**src/rtl/emif_reg_slave.sv**
```systemverilog
// rtl/emif_reg_slave.sv - EMIF register slave: strobe sync, register map, line_done interrupt
// Optional read path enabled by macro EMIF_REG_READBACK_EN.
module emif_reg_slave #(
    parameter logic [31:0] ID_VALUE  = 32'h534E_5201,
    parameter int          INT_WIDTH = 8
) (
    input  logic        clk,
    input  logic        reset,
    input  logic        emif_ce,
    input  logic        emif_we,
    input  logic        emif_re,
    input  logic [3:0]  emif_addr,
    input  logic [31:0] emif_din,
    output logic [31:0] emif_dout,
    output logic        emif_oe,
    input  logic        line_done,
    output logic        dsp_int,
    output logic        start_init,
    output logic        start_cis,
    output logic [15:0] sp_para,
    output logic [8:0]  cmd_config1,
    output logic [8:0]  cmd_mux1,
    output logic [8:0]  cmd_gaina1,
    output logic [8:0]  cmd_gainb1,
    output logic [8:0]  cmd_offseta1,
    output logic [8:0]  cmd_offsetb1,
    output logic [8:0]  cmd_config2,
    output logic [8:0]  cmd_mux2,
    output logic [8:0]  cmd_gaina2,
    output logic [8:0]  cmd_gainb2,
    output logic [8:0]  cmd_offseta2,
    output logic [8:0]  cmd_offsetb2
);

    localparam logic [7:0] INT_M1 = 8'(INT_WIDTH - 1);

    // Bit 0 = s1, bit 1 = s2, bit 2 = s3 (edge reference).
    logic [2:0] ce_q, we_q, re_q, ld_q;

    logic       wr_commit, ld_rise, wr_ad;
    logic [3:0] ad_idx;
    logic [8:0] ad_q [12];
    logic [7:0] line_cnt, int_cnt;
    logic       line_flag;

    always_ff @(posedge clk or posedge reset) begin
        if (reset) begin
            ce_q <= '0;
            we_q <= '0;
            re_q <= '0;
            ld_q <= '0;
        end else begin
            ce_q <= {ce_q[1:0], emif_ce};
            we_q <= {we_q[1:0], emif_we};
            re_q <= {re_q[1:0], emif_re};
            ld_q <= {ld_q[1:0], line_done};
        end
    end

    assign wr_commit = !we_q[1] && we_q[2] && !ce_q[1];
    assign ld_rise   = ld_q[1] && !ld_q[2];
    assign ad_idx    = emif_addr - 4'd2;
    assign wr_ad     = wr_commit && (emif_addr >= 4'd2) && (emif_addr <= 4'd13);

    always_ff @(posedge clk or posedge reset) begin
        if (reset) begin
            start_init <= 1'b0;
            start_cis  <= 1'b0;
            sp_para    <= '0;
            for (int i = 0; i < 12; i++) ad_q[i] <= '0;
            line_flag  <= 1'b0;
            line_cnt   <= '0;
            int_cnt    <= '0;
            dsp_int    <= 1'b0;
        end else begin
            start_init <= wr_commit && (emif_addr == 4'd0) && emif_din[0];
            start_cis  <= wr_commit && (emif_addr == 4'd0) && emif_din[1];
            if (wr_commit && (emif_addr == 4'd1)) sp_para <= emif_din[15:0];
            if (wr_ad) ad_q[ad_idx] <= emif_din[8:0];

            // A new line always wins over a same-cycle clear of the flag.
            if (ld_rise) begin
                line_flag <= 1'b1;
                line_cnt  <= line_cnt + 8'd1;
            end else if (wr_commit && (emif_addr == 4'd14) && emif_din[0]) begin
                line_flag <= 1'b0;
            end

            if (ld_rise) begin
                dsp_int <= 1'b1;
                int_cnt <= INT_M1;
            end else if (int_cnt != 8'd0) begin
                int_cnt <= int_cnt - 8'd1;
            end else begin
                dsp_int <= 1'b0;
            end
        end
    end

    assign cmd_config1  = ad_q[0];
    assign cmd_mux1     = ad_q[1];
    assign cmd_gaina1   = ad_q[2];
    assign cmd_gainb1   = ad_q[3];
    assign cmd_offseta1 = ad_q[4];
    assign cmd_offsetb1 = ad_q[5];
    assign cmd_config2  = ad_q[6];
    assign cmd_mux2     = ad_q[7];
    assign cmd_gaina2   = ad_q[8];
    assign cmd_gainb2   = ad_q[9];
    assign cmd_offseta2 = ad_q[10];
    assign cmd_offsetb2 = ad_q[11];

`ifdef EMIF_REG_READBACK_EN
    logic        rd_latch;
    logic [31:0] rd_data;

    assign rd_latch = !re_q[1] && re_q[2] && !ce_q[1];

    always_comb begin
        rd_data = '0;
        case (emif_addr)
            4'd0:  rd_data = '0;
            4'd1:  rd_data = {16'h0, sp_para};
            4'd14: rd_data = {16'h0, line_cnt, 7'h0, line_flag};
            4'd15: rd_data = ID_VALUE;
            default: rd_data = {23'h0, ad_q[ad_idx]};
        endcase
    end

    // Output enable holds until either strobe is seen released.
    always_ff @(posedge clk or posedge reset) begin
        if (reset) begin
            emif_dout <= '0;
            emif_oe   <= 1'b0;
        end else if (rd_latch) begin
            emif_dout <= rd_data;
            emif_oe   <= 1'b1;
        end else if (re_q[1] || ce_q[1]) begin
            emif_oe   <= 1'b0;
        end
    end

    logic unused_rd;
    assign unused_rd = ^{emif_din[31:16], ce_q[2]};
`else
    assign emif_dout = '0;
    assign emif_oe   = 1'b0;

    logic unused_rd;
    assign unused_rd = ^{emif_din[31:16], ce_q[2], re_q, line_cnt, line_flag};
`endif

endmodule

```
**config.mk**
```make
export PLATFORM = sky130hd
export DESIGN_NAME = emif_reg_slave
export DESIGN_NICKNAME = d
export VERILOG_FILES = /design/src/rtl/emif_reg_slave.sv
export SDC_FILE = /design/constraint.sdc
export NUM_CORES = 1
export LEC_CHECK = 0
export BUFFER_PORTS_ARGS = -buffer_cell sky130_fd_sc_hd__buf_2
export CAP_MARGIN = 40
export CORE_ASPECT_RATIO = 0.5
export CORE_MARGIN = 1.5
export CORE_UTILIZATION = 23
export DETAILED_ROUTE_END_ITERATION = 7
export HOLD_SLACK_MARGIN = 0.06
export MAX_ROUTING_LAYER = met4
export PLACE_DENSITY_LB_ADDON = 0.08
export SLEW_MARGIN = 0
export SYNTH_ARGS = -nofsm -noshare
export SYNTH_HDL_FRONTEND = slang
export SYNTH_SLANG_ARGS = --single-unit
```
**constraint.sdc**
```tcl
create_clock -name clk -period 4.5 [get_ports clk]
set_input_delay 0.225 -clock clk [delete_from_list [all_inputs] [get_ports clk]]
set_output_delay 0.225 -clock clk [all_outputs]
set_load 0.02 [all_outputs]
```
# == Yosys cells after proc, flatten, opt, wreduce, memory -nomap -nowiden ==
# Cells that the tools add are included.
# word_totals
out_inout_bits,160
input_bits,42
word_cells,52
regBits,143
# op_classes
n_eq_ne,2
addsub,2
n_reduce_logical,16
n_lt_le_gt_ge,4
n_bitwise,1
mux,7
# ops
cell,n
108-bit bitwise mux,1
9-bit demux with 4-bit select,1
8-bit 2-to-1 mux,2
1-bit logical AND,10
9-bit 2-to-1 mux,1
8-bit nonzero test,1
"8-bit by 1-bit subtractor with 8-bit output, second input constant",1
"5-bit greater-or-equal comparator, second input constant",1
"5-bit by 1-bit less-than comparator with 1-bit output, second input constant",1
4-bit NOT with 5-bit output,1
"4-bit by 1-bit equality test with 1-bit output, second input constant",1
"4-bit by 2-bit greater-or-equal comparator with 1-bit output, second input constant",1
"4-bit <= comparator, second input constant",1
4-bit logical NOT,1
"4-bit by 2-bit subtractor with 4-bit output, second input constant",1
1-bit logical NOT,3
1-bit 2-to-1 mux,2
"2-bit inequality test, second input constant",1
2-bit nonzero test,1

# == Logic depth before layout (Yosys ltp) ==
# Gate-level depths: netlist (run 1).
# logic_depth
depth_word,7
mapped_depth,7
mapped_depth_nobuf,6

# == Worst setup path after synthesis (run 1) ==
# No wires, ideal clock.
# synth_timing
path_kind,register to register
start,reg ce_q[1]
end,"reg ad_q, in the netlist cmd_gaina1[0]"
setup_ns,0.125
n_path_buf,1
t_arrival_ns,1.796
setup_slack_ns,2.579
stages_incl_launch_ff,6
required_ns,4.375
synth_period_minus_slack_ns,1.921
cell_sequence,dfrtp_1 nor3b_1 nand4_2 or4_1 buf_2 mux2_4
# synth_between
elab_chain_len,4
# synth_lines
item,line_no,source
"start, declared",38,"logic [2:0] ce_q, we_q, re_q, ld_q;"
"start signal, assigned",53,"ce_q <= {ce_q[1:0], emif_ce};"
1-bit logical NOT,60,assign wr_commit = !we_q[1] && we_q[2] && !ce_q[1];
1-bit logical AND,60,
1-bit logical AND (2 in series),63,assign wr_ad = wr_commit && (emif_addr >= 4'd2) && (emif_addr <= 4'd13);
"end signal, assigned by index",79,if (wr_ad) ad_q[ad_idx] <= emif_din[8:0];
"end, declared",42,logic [8:0] ad_q [12];
# Every way passes these cells.
# A chain may end at the register's enable or synchronous reset.

# == Final worst setup path (run 1) ==
# layout_timing
start,reg ce_q[1]
end,"reg ad_q, in the netlist cmd_gaina1[2]"
# Same word-level chain as after synthesis.

==> results of run 1 <==
[critical path: cells and delay by family, from the launching register on]
family / cells / cell delay, ns
mux: 1 / 0.42
simple gates: 3 / 1.39
flops: 1 / 0.40
[cell usage in the layout (no fill, tap or decap), types with 3 or more instances in the layout]
master / netlist / final
sky130_fd_sc_hd__buf_2: 3 / 151
sky130_fd_sc_hd__dfrtp_1: 143 / 143
sky130_fd_sc_hd__mux2_2: 115 / 115
sky130_fd_sc_hd__conb_1: 1 / 33
sky130_fd_sc_hd__clkbuf_16: 0 / 17
sky130_fd_sc_hd__nand2_1: 11 / 11
sky130_fd_sc_hd__dlygate4sd3_1: 0 / 11
sky130_fd_sc_hd__mux2_4: 9 / 9
sky130_fd_sc_hd__nor2_1: 8 / 8
sky130_fd_sc_hd__nor3_2: 6 / 6
sky130_fd_sc_hd__clkinv_2: 0 / 6
sky130_fd_sc_hd__inv_1: 6 / 5
sky130_fd_sc_hd__a21oi_1: 5 / 5
sky130_fd_sc_hd__clkbuf_1: 11 / 5
sky130_fd_sc_hd__buf_4: 33 / 5
sky130_fd_sc_hd__nand2b_1: 4 / 4
sky130_fd_sc_hd__nand3_1: 3 / 3
sky130_fd_sc_hd__nor2_2: 3 / 3
sky130_fd_sc_hd__and3_1: 3 / 3
sky130_fd_sc_hd__nor2b_1: 3 / 3
sky130_fd_sc_hd__clkbuf_8: 0 / 3
[cell type report]
type | instances | area share, %
clock buffers | 25 | 6.48
clock inverters | 7 | 0.801
inverters | 6 | 0.367
multi-input cells | 227 | 26.6
flip-flops and latches | 143 | 47.7
well taps | 336 | 5.61
repair buffers | 169 | 12.4
[registers in the layout, summed over array words and instances (netlist names)]
register / flops
ce_q: 2
cmd_config1: 9
cmd_config2: 9
cmd_gaina1: 9
cmd_gaina2: 9
cmd_gainb1: 9
cmd_gainb2: 9
cmd_mux1: 9
cmd_mux2: 9
cmd_offseta1: 9
cmd_offseta2: 9
cmd_offsetb1: 9
cmd_offsetb2: 9
dsp_int: 1
int_cnt: 8
ld_q: 3
sp_para: 16
start_cis: 1
start_init: 1
we_q: 3
[kinds of logic (layout without fill, tap and decap cells)]
kind of cell / count (synthesis) / in the layout / share of synthesized area, %
AOI/OAI and AO/OA: 10 / 10 / 0.996
xor gates and xnor gates: 3 / 3 / 0.455
and+or+nand+nor: 54 / 54 / 5.54
muxes: 125 / 125 / 24.9
other: 1 / 33 / 0.0649
buffers and inverters: 53 / 207 / 5.65
DFF: 143 / 143 / 61.9
adders and majority gates: 2 / 2 / 0.433
[power by group through the flow]
stage,sequential [mW],combinational (mW),clock (mW)
after floorplan,1.79,0.324,0
after global placement,1.59,0.770,0
after detailed placement,1.60,0.774,0
after CTS,1.58,0.782,1.38
after global routing,1.60,0.833,1.44
final,1.57,0.763,1.33
[path summary, 6_finish.rpt]
path,end,cells after the start
worst max register to register,cmd_gaina1[2]$_DFFE_PP0P_,4
max in group asynchronous,cmd_offseta1[2]$_DFFE_PP0P_,4
worst min register to register,ce_q[1]$_DFF_PP0_,0
worst min-delay path,start_cis$_DFF_PP0_,3
worst max-delay path,cmd_gaina1[2]$_DFFE_PP0P_,4
min in group asynchronous,ld_q[0]$_DFF_PP0_,3
[per-layer routing]
metal / track usage, % / part of all wire (%)
met5: - / 0
met2: 20.8 / 49
met1: 16.7 / 46
met4: 3.58 / 0.97
met3: 4.32 / 3.9
[through the flow]
| stage | power (mW) | cells | setup WS [ns] |
|---|---|---|---|
| after detailed placement | 2.37 | 870 | 1.98 |
| after global routing | 3.87 | 913 | 2.04 |
| after CTS | 3.74 | 913 | 2.12 |
| after global placement | 2.36 | 865 | 1.97 |
| final | 3.67 | 913 | 2.16 |
| after floorplan | 2.11 | 423 | 0.437 |
==> reports/qor.log, run 1 <==
qor: sta.min_period_over_period 52.0%
qor: placement.place.port_buffers 151
qor: synth.yosys_warnings 0
qor: clock_tree.path_clk_slew 0.06 ns
qor: cells_and_area.area_growth 29.7%
qor: synth.ys_async_sr_fraction 100%
qor: min_path.worstHoldPathType in -> reg
qor: global_route.first_global_vias 3709
qor: power.power_report.internal_total 2.56 mW
qor: global_route.global_route.usage.total 13.4%
qor: synth.synthTopCellsByCount 143 x sky130_fd_sc_hd__dfrtp_1, 115 x sky130_fd_sc_hd__mux2_2, 33 x sky130_fd_sc_hd__buf_4, 11 x sky130_fd_sc_hd__clkbuf_1, 11 x sky130_fd_sc_hd__nand2_1
qor: synth.mapped_cell_area 5780 um2
qor: placement.gp_congestion 0.722
qor: status.run_status complete, no violations
qor: sta.finClkSkew 0.00720 ns
qor: min_path.timing.hold.worst.start emif_addr[2]
qor: worst_setup_path.crit_chain nor3b_1 -> nand4_2 -> or4_1 -> mux2_4
qor: synth.sequential_fraction_of_the_synthesis_area 61.9%
qor: clock_tree.clk_root_buffer_cell sky130_fd_sc_hd__clkbuf_16
qor: floorplan.chipWidth 227 um
qor: power.switching_share 30.0%
qor: flow_run.max_cap_viols 0
qor: cells_and_area.insertedDiodeCount 0
qor: clock_tree.cts_sinks 143
qor: synth.yosysUniqueCellTypes 34
qor: clock_tree.cts_htree_levels 4
qor: floorplan.die_h 115 um
qor: route.detail_route.iter0.violations 112
qor: floorplan.io_pins 202
qor: cells_and_area.drive_gt1_share 55.6%
qor: worst_setup_path.criticalPathCategory reg -> reg
qor: synth.post_synth_main_area_contributors sky130_fd_sc_hd__dfrtp_1 62%, sky130_fd_sc_hd__mux2_2 22%, sky130_fd_sc_hd__buf_4 4.3%
qor: route.detailedRoute.firstPassIterationCount 4
qor: cells_and_area.num-fill-cells 2542
qor: worst_setup_path.critical-path-slowest-cell sky130_fd_sc_hd__or4_1
qor: clock_tree.cts-buffers-inserted 17
qor: power.leakage_power 3.96 nW
qor: power.power-per-cell-area 489 nW/um2
qor: sta.hold_ws 0.198 ns
qor: power.combinationalPowerShare 20.8%
qor: worst_setup_path.crit_path_max_fanout 9
qor: global_route.grt_remaining_overflow 0
qor: synth.synth_area_per_cell 14.8 um2
qor: worst_setup_path.critical_path.startpoint_type flip-flop
qor: sta.timing_max_transition_violations_final 0
qor: synth.ys_seq_elements 143
qor: route.detail_route.wl_per_cell 17.3 um
qor: global_route.grt_pass1_wl 24.0 mm
qor: floorplan.floorplan.initialDensity 23.8%
qor: floorplan.design.core.area 24300 um2
qor: floorplan.num_rows 40
qor: synth.synth_top_cell_area_share 61.9%
qor: sta.grt_setup_unrepaired no
qor: floorplan.fp.dieArea 26100 um2
qor: power.power_frac_seq 42.9%
qor: sta.finalSetupTns 0 ns
qor: cells_and_area.seq_area 3580 um2
qor: worst_setup_path.timing.critical_path.from ce_q[1]$_DFF_PP0_
qor: power.clock_power_share 36.3%
qor: sta.final-setup-viol-count 0
qor: clock_tree.cts_tree done
qor: clock_tree.post-cts-setup-buffer-count 0
qor: placement.post-dp-hpwl 10.7 mm
qor: synth.post-synth-top-area-cell sky130_fd_sc_hd__dfrtp_1
qor: cells_and_area.final_design_area_no_fill 7490 um2
qor: synth.synth_enable_flop_cells 0
qor: synth.post-synth-top-count-cell sky130_fd_sc_hd__dfrtp_1
qor: worst_setup_path.reg2reg_slack 2.16 ns
qor: clock_tree.clockBufferDepth 2
qor: cells_and_area.finalNetCount 608
qor: sta.max_freq 427 MHz
qor: route.route.vias.total 3557
qor: cells_and_area.final_core_util 30.8%
qor: sta.slew_headroom 47.4%
qor: power.power.net_switching 1.10 mW
qor: sta.timing.final.crit_period 2.34 ns
qor: route.drc_errors 0
qor: sta.tightestPinTransition 0.785 ns
qor: route.antenna_left 0
qor: worst_setup_path.critical_path_required 4.80 ns
qor: global_route.grt_antenna_before_repair 0
qor: sta.finalHoldViolations 0
qor: clock_tree.cts_hold_repair.buffers 11
qor: clock_tree.worst_skew_pair.late_latency 0.43 ns
qor: global_route.maximum_number_of_pins_on_one_net_before_global_route_repair 53
qor: worst_setup_path.crit_path_end_kind flip-flop
qor: route.routed_wirelength 15.8 mm
qor: worst_setup_path.cp.arrival 2.64 ns
qor: cells_and_area.multi_input_comb_area 1990 um2
qor: synth.post_synth_inst_count 391
qor: placement.postPlaceCellArea 6840 um2
qor: worst_setup_path.crit-reg2reg-launch ce_q[1]$_DFF_PP0_
qor: synth.ys_dominant_reg_cell sky130_fd_sc_hd__dfrtp_1
qor: clock_tree.postCtsResizedCells 0
qor: route.drt-vias-per-instance 3.90
qor: power.vdd.ir_drop.worst 0.000250 V
qor: worst_setup_path.slowest_stage_delay_on_critical_path 0.84 ns
(Power assumes the default switching activity.)
==> run 2, diff against run 1 <==
- clock period: 4.5 -> 2.28 ns (I/O delays scaled with it)
==> reports/qor.log, run 2 (synthesis results as in run 1) <==
qor: power.design_power_total 7.64 mW
qor: worst_setup_path.cp.arrival 2.37 ns
qor: route.detailedRoute.firstPassIterationCount 4
qor: sta.min_period_over_period 90.1%
qor: power.power-per-cell-area 990 nW/um2
qor: min_path.worstHoldPathType in -> reg
qor: clock_tree.cts_tree done
qor: clock_tree.post-cts-setup-buffer-count 0
qor: route.drc_errors 0
qor: cells_and_area.num-fill-cells 2499
qor: global_route.global_route.usage.total 13.4%
qor: clock_tree.cts_hold_repair.buffers 12
qor: cells_and_area.largest_register sp_para
qor: sta.tightestPinTransition 0.656 ns
qor: flow_run.max_cap_viols 0
qor: sta.finalSetupTns 0 ns
qor: floorplan.io_pins 202
qor: placement.gp_congestion 0.726
qor: placement.post-dp-hpwl 10.8 mm
qor: worst_setup_path.crit_path_max_fanout 9
qor: floorplan.num_rows 40
qor: worst_setup_path.reg2reg_slack 0.31 ns
qor: clock_tree.clk_root_buffer_cell sky130_fd_sc_hd__clkbuf_16
qor: floorplan.fp.dieArea 26100 um2
qor: sta.max_freq 487 MHz
qor: route.routed_wirelength 15.8 mm
qor: sta.timing.final.crit_period 2.05 ns
qor: worst_setup_path.critical_path_required 2.59 ns
qor: status.run_status complete, no violations
qor: worst_setup_path.crit_end cmd_mux2[2]$_DFFE_PP0P_
qor: cells_and_area.largest_reg_flops 16
qor: route.detail_route.wl_per_cell 17.0 um
qor: global_route.maximum_number_of_pins_on_one_net_before_global_route_repair 44
qor: cells_and_area.final_design_area_no_fill 7710 um2
qor: clock_tree.path_clk_slew 0.06 ns
qor: worst_setup_path.critical_path.startpoint_type input port
qor: worst_setup_path.worstRegToRegCells 5
qor: power.leakage_power 4.07 nW
qor: floorplan.design.core.area 24300 um2
qor: clock_tree.cts_sinks 143
qor: worst_setup_path.criticalPathCategory in -> reg
qor: floorplan.chipWidth 227 um
qor: power.vdd.ir_drop.worst 0.000400 V
qor: global_route.grt_antenna_before_repair 0
qor: route.antenna_left 0
qor: floorplan.floorplan.initialDensity 23.8%
qor: worst_setup_path.crit-reg2reg-launch we_q[1]$_DFF_PP0_
qor: cells_and_area.drive_gt1_share 57.2%
qor: global_route.grt_pass1_wl 24.0 mm
qor: route.drt-vias-per-instance 3.90
qor: cells_and_area.finalNetCount 622
qor: cells_and_area.final_cell_mix 151 x sky130_fd_sc_hd__buf_2, 143 x sky130_fd_sc_hd__dfrtp_1, 115 x sky130_fd_sc_hd__mux2_2, 33 x sky130_fd_sc_hd__conb_1
qor: cells_and_area.leading_cell_type_in_the_layout_fill_and_taps_excluded sky130_fd_sc_hd__buf_2
qor: placement.place.port_buffers 151
qor: worst_setup_path.timing.critical_path.from emif_addr[2]
qor: placement.postPlaceCellArea 6960 um2
qor: sta.finalHoldViolations 0
qor: sta.finClkSkew 0.00915 ns
qor: sta.slew_headroom 55.9%
qor: global_route.first_global_vias 3735
qor: worst_setup_path.crit-reg2reg-capture cmd_offseta2[3]$_DFFE_PP0P_
qor: global_route.grt_remaining_overflow 0
qor: route.detail_route.iter0.violations 153
qor: clock_tree.worst_skew_pair.late_latency 0.44 ns
qor: sta.final-setup-viol-count 0
qor: clock_tree.clockBufferDepth 2
qor: clock_tree.cts_htree_levels 4
qor: cells_and_area.area_growth 33.5%
qor: cells_and_area.multi_input_comb_area 1990 um2
qor: route.route.vias.total 3612
qor: sta.timing_max_transition_violations_final 0
qor: cells_and_area.seq_area 3580 um2
qor: floorplan.die_h 115 um
qor: clock_tree.postCtsResizedCells 0
qor: clock_tree.cts-buffers-inserted 17
qor: cells_and_area.insertedDiodeCount 0
qor: worst_setup_path.crit_path_end_kind flip-flop
qor: sta.grt_setup_unrepaired no
[run 2: changes by cell type in the layout (fill, tap and decap cells not counted), sizes merged]
cell / delta
inv: -1
bufinv: +3
clkinvlp: +2
dlygate4sd3: +1
buf: +13
clkbuf: -4
[run 2: where the power goes]
part           internal (mW)  switching, mW
clock                   1.91           1.10
sequential              2.91          0.197
combinational          0.591          0.935
total                   5.41           2.23
[run 2: worst min path at each step]
stage                            start                   end  slack (ns)  depth (start not counted)
after floorplan                emif_ce     ce_q[0]$_DFF_PP0_        0.15                          0
after global placement         emif_ce     ce_q[0]$_DFF_PP0_        0.23                          1
final                     emif_addr[0]  start_init$_DFF_PP0_        0.08                          3
after detailed placement     line_done     ld_q[0]$_DFF_PP0_        0.23                          1
after CTS                 emif_addr[0]  start_init$_DFF_PP0_        0.07                          3
after global routing      emif_addr[0]  start_init$_DFF_PP0_        0.10                          3
[run 2: area by class of cell]
class	instances	share of cell area (%)
Sequential cell	143	46.4
Multi-Input combinational cell	227	25.8
Timing Repair Buffer	183	13.8
Clock buffer	21	6.10
Tap cell	336	5.45
Clock inverter	11	2.09
Inverter	6	0.341
[run 2: worst max-delay path, stage by stage]
cell and delay [ns]:
sky130_fd_sc_hd__dlygate4sd3_1 0.53, sky130_fd_sc_hd__buf_2 0.14, sky130_fd_sc_hd__inv_1 0.05, sky130_fd_sc_hd__ha_1 0.30, sky130_fd_sc_hd__nor4b_1 0.30, sky130_fd_sc_hd__nand4_1 0.15, sky130_fd_sc_hd__buf_4 0.17, sky130_fd_sc_hd__nor2_2 0.07
sky130_fd_sc_hd__buf_4 0.19, sky130_fd_sc_hd__mux2_2 0.35
[run 2: layer usage]
metal | track usage [%] | routed length, um | vias to the layer above
met5 | - | 0 | -
met4 | 6.31 | 352 | 0
met3 | 3.04 | 458 | 18
met2 | 20.5 | 7630 | 65
met1 | 16.9 | 7350 | 1858
li1 | - | - | 1671
[run 2: through the flow]
step	worst slack [ns]	hold WS (ns)	util (%)	std cells
after floorplan	0.359	0.145	-	423
after global placement	0.234	0.226	28.6	883
after detailed placement	0.232	0.225	28.6	883
after CTS	0.180	0.0697	31.7	927
after global routing	0.0177	0.104	31.7	927
final	0.226	0.0848	31.7	927
==> run 3, diff against run 2 <==
- CTS_BUF_LIST: default -> sky130_fd_sc_hd__clkbuf_16
- clock period: 2.28 -> 2.6 ns (I/O delays scaled with it)
==> reports/qor.log, run 3 (synthesis results as in run 1) <==
qor: clock_tree.cts_htree_levels 4
qor: route.detailedRoute.firstPassIterationCount 4
qor: worst_setup_path.critical_path_required 2.90 ns
qor: worst_setup_path.critical-path-slowest-cell sky130_fd_sc_hd__or4_1
qor: clock_tree.postCtsResizedCells 0
qor: route.wl_met1 7.50 mm
qor: route.highest_layer met4
qor: worst_setup_path.worstRegToRegCells 5
qor: cells_and_area.area_growth 29.2%
qor: floorplan.floorplan.initialDensity 23.8%
qor: clock_tree.cts_tree done
qor: worst_setup_path.crit-reg2reg-launch we_q[1]$_DFF_PP0_
qor: flow_run.max_cap_viols 0
qor: placement.place.port_buffers 151
qor: clock_tree.cts-buffers-inserted 17
qor: global_route.grt_remaining_overflow 0
qor: global_route.maximum_number_of_pins_on_one_net_before_global_route_repair 79
qor: route.detail_route.wl_per_cell 17.5 um
qor: worst_setup_path.criticalPathCategory reg -> reg
qor: worst_setup_path.crit_chain nor3b_1 -> nand4_2 -> or4_1 -> buf_4 -> mux2_4
qor: cells_and_area.largest_register sp_para
qor: floorplan.design.core.area 24300 um2
qor: worst_setup_path.crit_path_end_kind flip-flop
qor: cells_and_area.num-fill-cells 2496
qor: placement.post-dp-hpwl 10.5 mm
qor: min_path.worstHoldPathType in -> reg
qor: route.dr_wl_met2 7.68 mm
qor: route.route.vias.total 3605
qor: clock_tree.worst_skew_pair.late_latency 0.42 ns
qor: sta.slew_headroom 40.7%
qor: worst_setup_path.reg2reg_slack 0.49 ns
qor: clock_tree.clockBufferDepth 2
qor: sta.timing.final.crit_period 2.11 ns
qor: sta.finalHoldViolations 0
qor: global_route.grt_antenna_before_repair 0
qor: floorplan.io_pins 202
qor: global_route.grt_pass1_wl 23.8 mm
qor: worst_setup_path.crit_path_max_fanout 9
qor: sta.finClkSkew 0.00819 ns
qor: worst_setup_path.crit-reg2reg-capture cmd_gaina1[4]$_DFFE_PP0P_
qor: power.power_frac_seq 44.7%
qor: cells_and_area.final_cell_mix 151 x sky130_fd_sc_hd__buf_2, 143 x sky130_fd_sc_hd__dfrtp_1, 115 x sky130_fd_sc_hd__mux2_2, 33 x sky130_fd_sc_hd__conb_1, 17 x sky130_fd_sc_hd__clkbuf_16
qor: status.run_status complete, no violations
qor: route.drt-vias-per-instance 3.95
qor: power.leakage_power 3.95 nW
qor: sta.min_period_over_period 81.3%
qor: cells_and_area.finalNetCount 613
qor: sta.hold_ws 0.0977 ns
qor: route.drc_errors 0
qor: power.combinationalPowerShare 21.8%
qor: power.vdd.ir_drop.worst 0.000385 V
qor: route.routed-wl-met3 501 um
qor: global_route.global_route.usage.total 13.2%
qor: sta.max_freq 473 MHz
qor: global_route.first_global_vias 3718
qor: min_path.worstHoldPathCells 3
qor: cells_and_area.leading_cell_type_in_the_layout_fill_and_taps_excluded sky130_fd_sc_hd__buf_2
qor: cells_and_area.drive_gt1_share 55.2%
qor: power.switching_share 30.8%
qor: clock_tree.cts_sinks 143
qor: worst_setup_path.crit_family simple AND/OR/NAND/NOR gates
qor: route.routed_wirelength 15.9 mm
qor: floorplan.die_h 115 um
qor: placement.gp_congestion 0.745
qor: power.power_report.internal_total 4.22 mW
qor: sta.tightestPinTransition 0.889 ns
qor: worst_setup_path.worst-path-buf-inv 1
qor: sta.grt_setup_unrepaired no
qor: sta.final-setup-viol-count 0
qor: power.power.net_switching 1.88 mW
qor: floorplan.chipWidth 227 um
qor: power.power-per-cell-area 817 nW/um2
qor: floorplan.fp.dieArea 26100 um2
qor: worst_setup_path.slowest_stage_delay_on_critical_path 0.48 ns
qor: cells_and_area.largest_reg_flops 16
qor: sta.finalSetupTns 0 ns
qor: route.detail_route.iter0.violations 139
qor: clock_tree.path_clk_slew 0.06 ns
qor: route.antenna_left 0
qor: min_path.timing.hold.worst.start emif_addr[2]
qor: min_path.worst_case_hold_path_end_point start_init$_DFF_PP0_
qor: worst_setup_path.cp.arrival 2.41 ns
qor: sta.timing_max_transition_violations_final 0
qor: power.clock_power_share 33.5%
qor: worst_setup_path.critical_path.startpoint_type flip-flop
qor: floorplan.num_rows 40
qor: clock_tree.clk_root_buffer_cell sky130_fd_sc_hd__clkbuf_16
-- run 3: changes by cell type in the layout (fill, tap and decap cells not counted), moves of 3 or more --
| cell | delta |
|---|---|
| sky130_fd_sc_hd__bufinv_16 | -4 |
| sky130_fd_sc_hd__clkinv_2 | -3 |
| sky130_fd_sc_hd__buf_4 | -7 |
| sky130_fd_sc_hd__inv_1 | +3 |
| sky130_fd_sc_hd__clkbuf_8 | -3 |
| sky130_fd_sc_hd__clkinv_1 | +4 |
-- run 3: worst max path at each step --
| stage | from | end | slack, ns | depth (start not counted) |
|---|---|---|---|---|
| after floorplan | reset | ce_q[0]$_DFF_PP0_ | 0.68 | 1 |
| after global placement | emif_addr[1] | cmd_config2[6]$_DFFE_PP0P_ | 0.30 | 7 |
| after detailed placement | emif_addr[1] | cmd_config2[7]$_DFFE_PP0P_ | 0.30 | 7 |
| after CTS | we_q[1]$_DFF_PP0_ | cmd_gaina1[6]$_DFFE_PP0P_ | 0.50 | 5 |
| after global routing | we_q[1]$_DFF_PP0_ | cmd_gaina1[4]$_DFFE_PP0P_ | 0.35 | 5 |
| final | we_q[1]$_DFF_PP0_ | cmd_gaina1[4]$_DFFE_PP0P_ | 0.49 | 5 |
-- run 3: per-stage QoR --
stage                     instances  worst slack, ns  power (mW)  util [%]  instance area (um2)
final                           913            0.486        6.09      30.7                 7460
after global routing            912            0.352        6.43      30.7                 7460
after CTS                       912            0.501        6.21      30.7                 7460
after detailed placement        875            0.300        4.11      28.3                 6890
after global placement          875            0.302        4.10      28.3                 6890
after floorplan                 423            0.679        3.65         -                 5900
-- run 3: worst register-to-register path, cell delays in order (launching register included) --
cell and delay [ns]:
sky130_fd_sc_hd__dfrtp_1 0.43, sky130_fd_sc_hd__nor3b_1 0.25, sky130_fd_sc_hd__nand4_2 0.30, sky130_fd_sc_hd__or4_1 0.48
sky130_fd_sc_hd__buf_4 0.23, sky130_fd_sc_hd__mux2_4 0.32
-- run 3: final cells by class --
cell class	instances	area, um2	share of cell area, %
antenna	1	2.50	0.0335
inverter	6	26.3	0.352
timing repair buffer	174	981	13.1
sequential	143	3580	47.9
clock buffer	17	425	5.70
tap	336	420	5.63
multi-input combinational	227	1990	26.7
clock inverter	9	36.3	0.486
-- run 3: repair_timing --
action,4_1_cts,5_1_grt
setup buffers,0,0
hold buffers,11,0
endpoints found under the hold margin,153,0
-- run 3: power by group through the flow --
stage          logic, mW  registers (mW)  clock network, mW
5_1_grt             1.44            2.77               2.21
2_1_floorplan      0.562            3.09                  0
3_5_place_dp        1.34            2.76                  0
4_1_cts             1.36            2.73               2.12
3_3_place_gp        1.34            2.76                  0
6_report            1.33            2.72               2.04
-- run 3: metal layers --
| metal | vias up | GRT usage (%) |
|---|---|---|
| met5 | - | - |
| met2 | 78 | 20.4 |
| li1 | 1651 | - |
| met1 | 1862 | 16.9 |
| met3 | 14 | 3.45 |
| met4 | 0 | 4.46 |
